**src/rtl/montador_jogada_16_pkg.sv**
```systemverilog
// montador_jogada_16_pkg: shared state encoding and sizes for the play-word assembler
package montador_jogada_16_pkg;
  typedef enum logic [1:0] {
    INICIAL = 2'b00,
    ESPERA  = 2'b01,
    SOLTA   = 2'b10,
    CONCLUI = 2'b11
  } estado_t;
  localparam int DIGITOS      = 4;
  localparam int LARGURA_DADO = 16;
endpackage

```
**src/rtl/montador_jogada_16_contador_timeout.sv**
```systemverilog
// contador_timeout: up-counter with sync clear/enable that parks at MODULO-1 and flags it
module contador_timeout #(
  parameter int MODULO = 5000
) (
  input  logic clock,
  input  logic clear,
  input  logic enable,
  output logic fim
);
  localparam int W = $clog2(MODULO + 1);
  logic [W-1:0] valor;
  assign fim = valor == W'(MODULO - 1);
  always_ff @(posedge clock)
    if (clear) valor <= '0;
    else if (enable && !fim) valor <= valor + W'(1);
endmodule

```
**src/rtl/montador_jogada_16.sv**
```systemverilog
// montador_jogada_16: packs four key presses into a 16-bit word and pulses registra when complete.
// Optional inactivity abort in ESPERA is enabled by defining MONTADOR_TIMEOUT_EN.
module montador_jogada_16
  import montador_jogada_16_pkg::*;
#(
  parameter int TIMEOUT_CYCLES = 5000
) (
  input  logic                    clock,
  input  logic                    clear,
  input  logic                    iniciar,
  input  logic [3:0]              botoes,
  output logic [LARGURA_DADO-1:0] dado,
  output logic                    registra,
  output logic                    ocupado,
  output logic [1:0]              digito,
  output logic                    timeout
);
  estado_t estado, proximo;
  logic [$clog2(DIGITOS)-1:0] conta;
  logic pressiona, aborta, zera, fim;
  if (TIMEOUT_CYCLES < 1) begin : g_param_invalido
    $error("TIMEOUT_CYCLES must be at least 1");
  end
`ifdef MONTADOR_TIMEOUT_EN
  // Held in clear outside ESPERA, so SOLTA time is never counted and every ESPERA entry starts at zero
  contador_timeout #(.MODULO(TIMEOUT_CYCLES)) u_timeout (
    .clock (clock),
    .clear (clear || estado != ESPERA),
    .enable(estado == ESPERA),
    .fim   (fim)
  );
`else
  assign fim = 1'b0;
`endif
  assign digito = conta;
  always_comb begin
    pressiona = estado == ESPERA && botoes != 4'd0;
    aborta    = estado == ESPERA && botoes == 4'd0 && fim;
    zera      = (estado == INICIAL && iniciar) || aborta;
    registra  = estado == CONCLUI;
    ocupado   = estado != INICIAL;
    proximo   = estado;
    case (estado)
      INICIAL: proximo = iniciar ? ESPERA : INICIAL;
      ESPERA:  proximo = pressiona ? SOLTA : aborta ? INICIAL : ESPERA;
      SOLTA:   proximo = botoes != 4'd0 ? SOLTA : conta == '0 ? CONCLUI : ESPERA;
      default: proximo = INICIAL;
    endcase
  end
  always_ff @(posedge clock)
    if (clear) begin
      estado  <= INICIAL;
      dado    <= '0;
      conta   <= '0;
      timeout <= 1'b0;
    end else begin
      estado  <= proximo;
      timeout <= aborta;
      if (zera) begin
        dado  <= '0;
        conta <= '0;
      end else if (pressiona) begin
        dado  <= {dado[LARGURA_DADO-5:0], botoes};
        conta <= conta + 1'b1;
      end
    end
endmodule

```
**config.mk**
```make
export PLATFORM = sky130hd
export DESIGN_NAME = montador_jogada_16
export DESIGN_NICKNAME = d
export VERILOG_FILES = /design/src/rtl/montador_jogada_16_pkg.sv /design/src/rtl/montador_jogada_16_contador_timeout.sv /design/src/rtl/montador_jogada_16.sv
export SDC_FILE = /design/constraint.sdc
export NUM_CORES = 1
export LEC_CHECK = 0
export ABC_CLOCK_PERIOD_IN_PS = 1900
export BUFFER_PORTS_ARGS = -buffer_cell sky130_fd_sc_hd__buf_2
export CORE_ASPECT_RATIO = 1.25
export CORE_MARGIN = 5
export CORE_UTILIZATION = 49
export DETAILED_ROUTE_END_ITERATION = 10
export PLACE_DENSITY_LB_ADDON = 0.25
export SLEW_MARGIN = 0
export SYNTH_ARGS = -nofsm -noshare
export SYNTH_HDL_FRONTEND = slang
export SYNTH_HIERARCHICAL = 1
export SYNTH_SLANG_ARGS = --single-unit
```
**constraint.sdc**
```tcl
create_clock -name clock -period 1.9 [get_ports clock]
set_clock_uncertainty 0.05 [all_clocks]
set_input_delay 0.095 -clock clock [delete_from_list [all_inputs] [get_ports clock]]
set_output_delay 0.095 -clock clock [all_outputs]
set_load 0.02 [all_outputs]
```
==> metrics.txt <==
Warnings, synthesis=6; Final HPWL DP=between 1000 and 1500 um; Synth-to-Final Area Change=16.2%; Post-synth EDFFs=0; Synth top area share=42.3%; clk buf depth=2; fraction of layout cells with a size suffix above 1=~44%; CP endpoint kind=flip-flop; fin. max-slew vios=0; vias in the first global route=a little under 800; Port Buf Inserts=26; Pwr Total=735 uW; initial antenna violation count=0; post-cts repair resize count=0; final cycle utilization of the critical path=80.4%; Leak=approximately 0.42 nW; final-report setup violation count=0; CTS Sinks=20; DR vias=807; core area=approximately 1800 um^2; list of most frequent post-synthesis cells=20 x dfxtp_1, 19 x o21ai_1, 11 x a21oi_1; Fin. Hold Viols=0; Required @ worst endpoint=2040 ps; wire per inst=13.5 um; core occupancy in the finished layout=60.9%; synthesized area=947 um^2; Synth async-reset ratio=0%; Setup crit start kind=flip-flop; setup_tns=0 ps; Mapped Nets=109; GRT Util Overall=14.8%; Avg Synthesized Cell Area=9.38 um^2; register area share after synthesis=42.3%; final RePlAce weighted congestion=0.684; pwr dens=667 nW/um^2; Clock Latency Late Sink=approximately 290 ps; die width=49.3 um; die area=between 2000 and 3000 um^2; status=complete, no violations; Remaining DRCs=0; Final ANT Viol Nets=0; Area contributors post-synth=dfxtp_1 42%, o21ai_1 10%, nand3_2 9.5%; number of setup buffers added after CTS=0; Congestion Overflow GR=0; Final nets=138; type of the worst setup path=flip-flop to flip-flop; unrepaired setup endpoints after global routing=no; Peak VDD IR=488 uV; largest net degree at the start of global routing=21; Yosys reg bits=20; cts bufs inserted=3; Site Rows=17; maxcap violations=0; min Tclk post-route=about 1500 ps; count of different cell masters after synthesis=23; Ports=28; Die H=about 59 um; initial core utilization=52.4%; Clock transition at path regs=~100 ps; DR pass1 iterations=4; cell with the most instances after synthesis=dfxtp_1; CTS tree=yes; largest area contributor in the netlist=dfxtp_1; first-pass GRT wire length=roughly 3400 um; via/cell ratio=5.49; Diodes inserted=0; CTS root buffer=clkbuf_4; FMAX=654 MHz; Hold Crit Class=primary input to flip-flop; Worst Path Arrival=1670 ps; CTS H-tree depth=1; CP Max Fanout=7; Iter 0 DRT Violations=9; Mapped Cells=between 100 and 150; hold slack=around 21 ps; Total Wirelength=around 2000 um; predominant post-synthesis flop cell=dfxtp_1
==> worst max-delay path, stage by stage, from the launching register on <==
cell      delay [ps]
dfxtp_1          350
or3b_1           400
nand2b_1         330
buf_4            240
a21oi_1           50
==> through the flow <==
step	instances	area (um^2)	setup WS, ps
floorplan	101	947	558
global placement	143	1070	391
detailed placement	143	1070	349
CTS	147	1100	364
global route	147	1100	313
finish	147	1100	372
==> cells in the final DEF (no fill, tap or decap), types with 2 or more instances in the layout <==
cell type  instances
buf_2             26
dfxtp_1           20
o21ai_1           19
a21oi_1           11
nand3_2            9
a21oi_2            9
buf_4              6
nand3_1            5
nand2_1            4
clkbuf_4           3
inv_1              2
nor2b_1            2
nand2b_1           2
==> path summary, 6_finish.rpt <==
| path | start | endpoint | slack [ps] | cells past startpoint |
|---|---|---|---|---|
| setup / recovery | estado[1] | dado[13] | 370 | 4 |
| hold / removal | botoes[2] | dado[2] | 20 | 3 |
| setup reg to reg | estado[1] | dado[13] | 370 | 4 |
| hold reg to reg | dado[3] | dado[7] | 420 | 2 |
==> metal layers <==
metal,part of all wire [%],vias to the layer above,global-route usage (%)
li1,-,407,-
met1,42,377,16.9
met2,52,21,25.8
met3,5.5,2,3.27
met4,0.66,0,6.92
met5,0,-,0
==> power by group <==
| part | internal (mW) | total [mW] | switching [mW] |
|---|---|---|---|
| clock | 0.0737 | 0.194 | 0.120 |
| sequential | 0.427 | 0.434 | 0.00701 |
| combinational | 0.0357 | 0.107 | 0.0710 |
==> sequential cells by signal (all words and copies together), names as in the netlist <==
signal,flops
digito,2
dado,16
estado,2
==> final cells by class <==
class	instances	area [um^2]
fillers	167	707
flip-flops and latches	20	400
clock buffers	3	22.5
multi-input cells	70	462
repair buffers	33	185
well taps	19	23.8
inverters	2	7.51
==> cell families (layout without fill, tap and decap cells) <==
| family | after synthesis | count (layout) | share of synthesized area [%] |
|---|---|---|---|
| buffers and inverters | 11 | 38 | 8.98 |
| AND/OR/NAND/NOR | 28 | 28 | 22.3 |
| adder cells (fa/ha/maj) | 1 | 1 | 1.32 |
| flip-flops | 20 | 20 | 42.3 |
| AO/OA/AOI/OAI | 40 | 40 | 24.7 |
| other | 1 | 1 | 0.396 |
==> repair_timing <==
| action | CTS | global route |
|---|---|---|
| hold endpoints to repair | 2 | 0 |
| hold buffers | 1 | 0 |
| setup endpoints to repair | 0 | 0 |
Power figures use the tool's default switching activity.
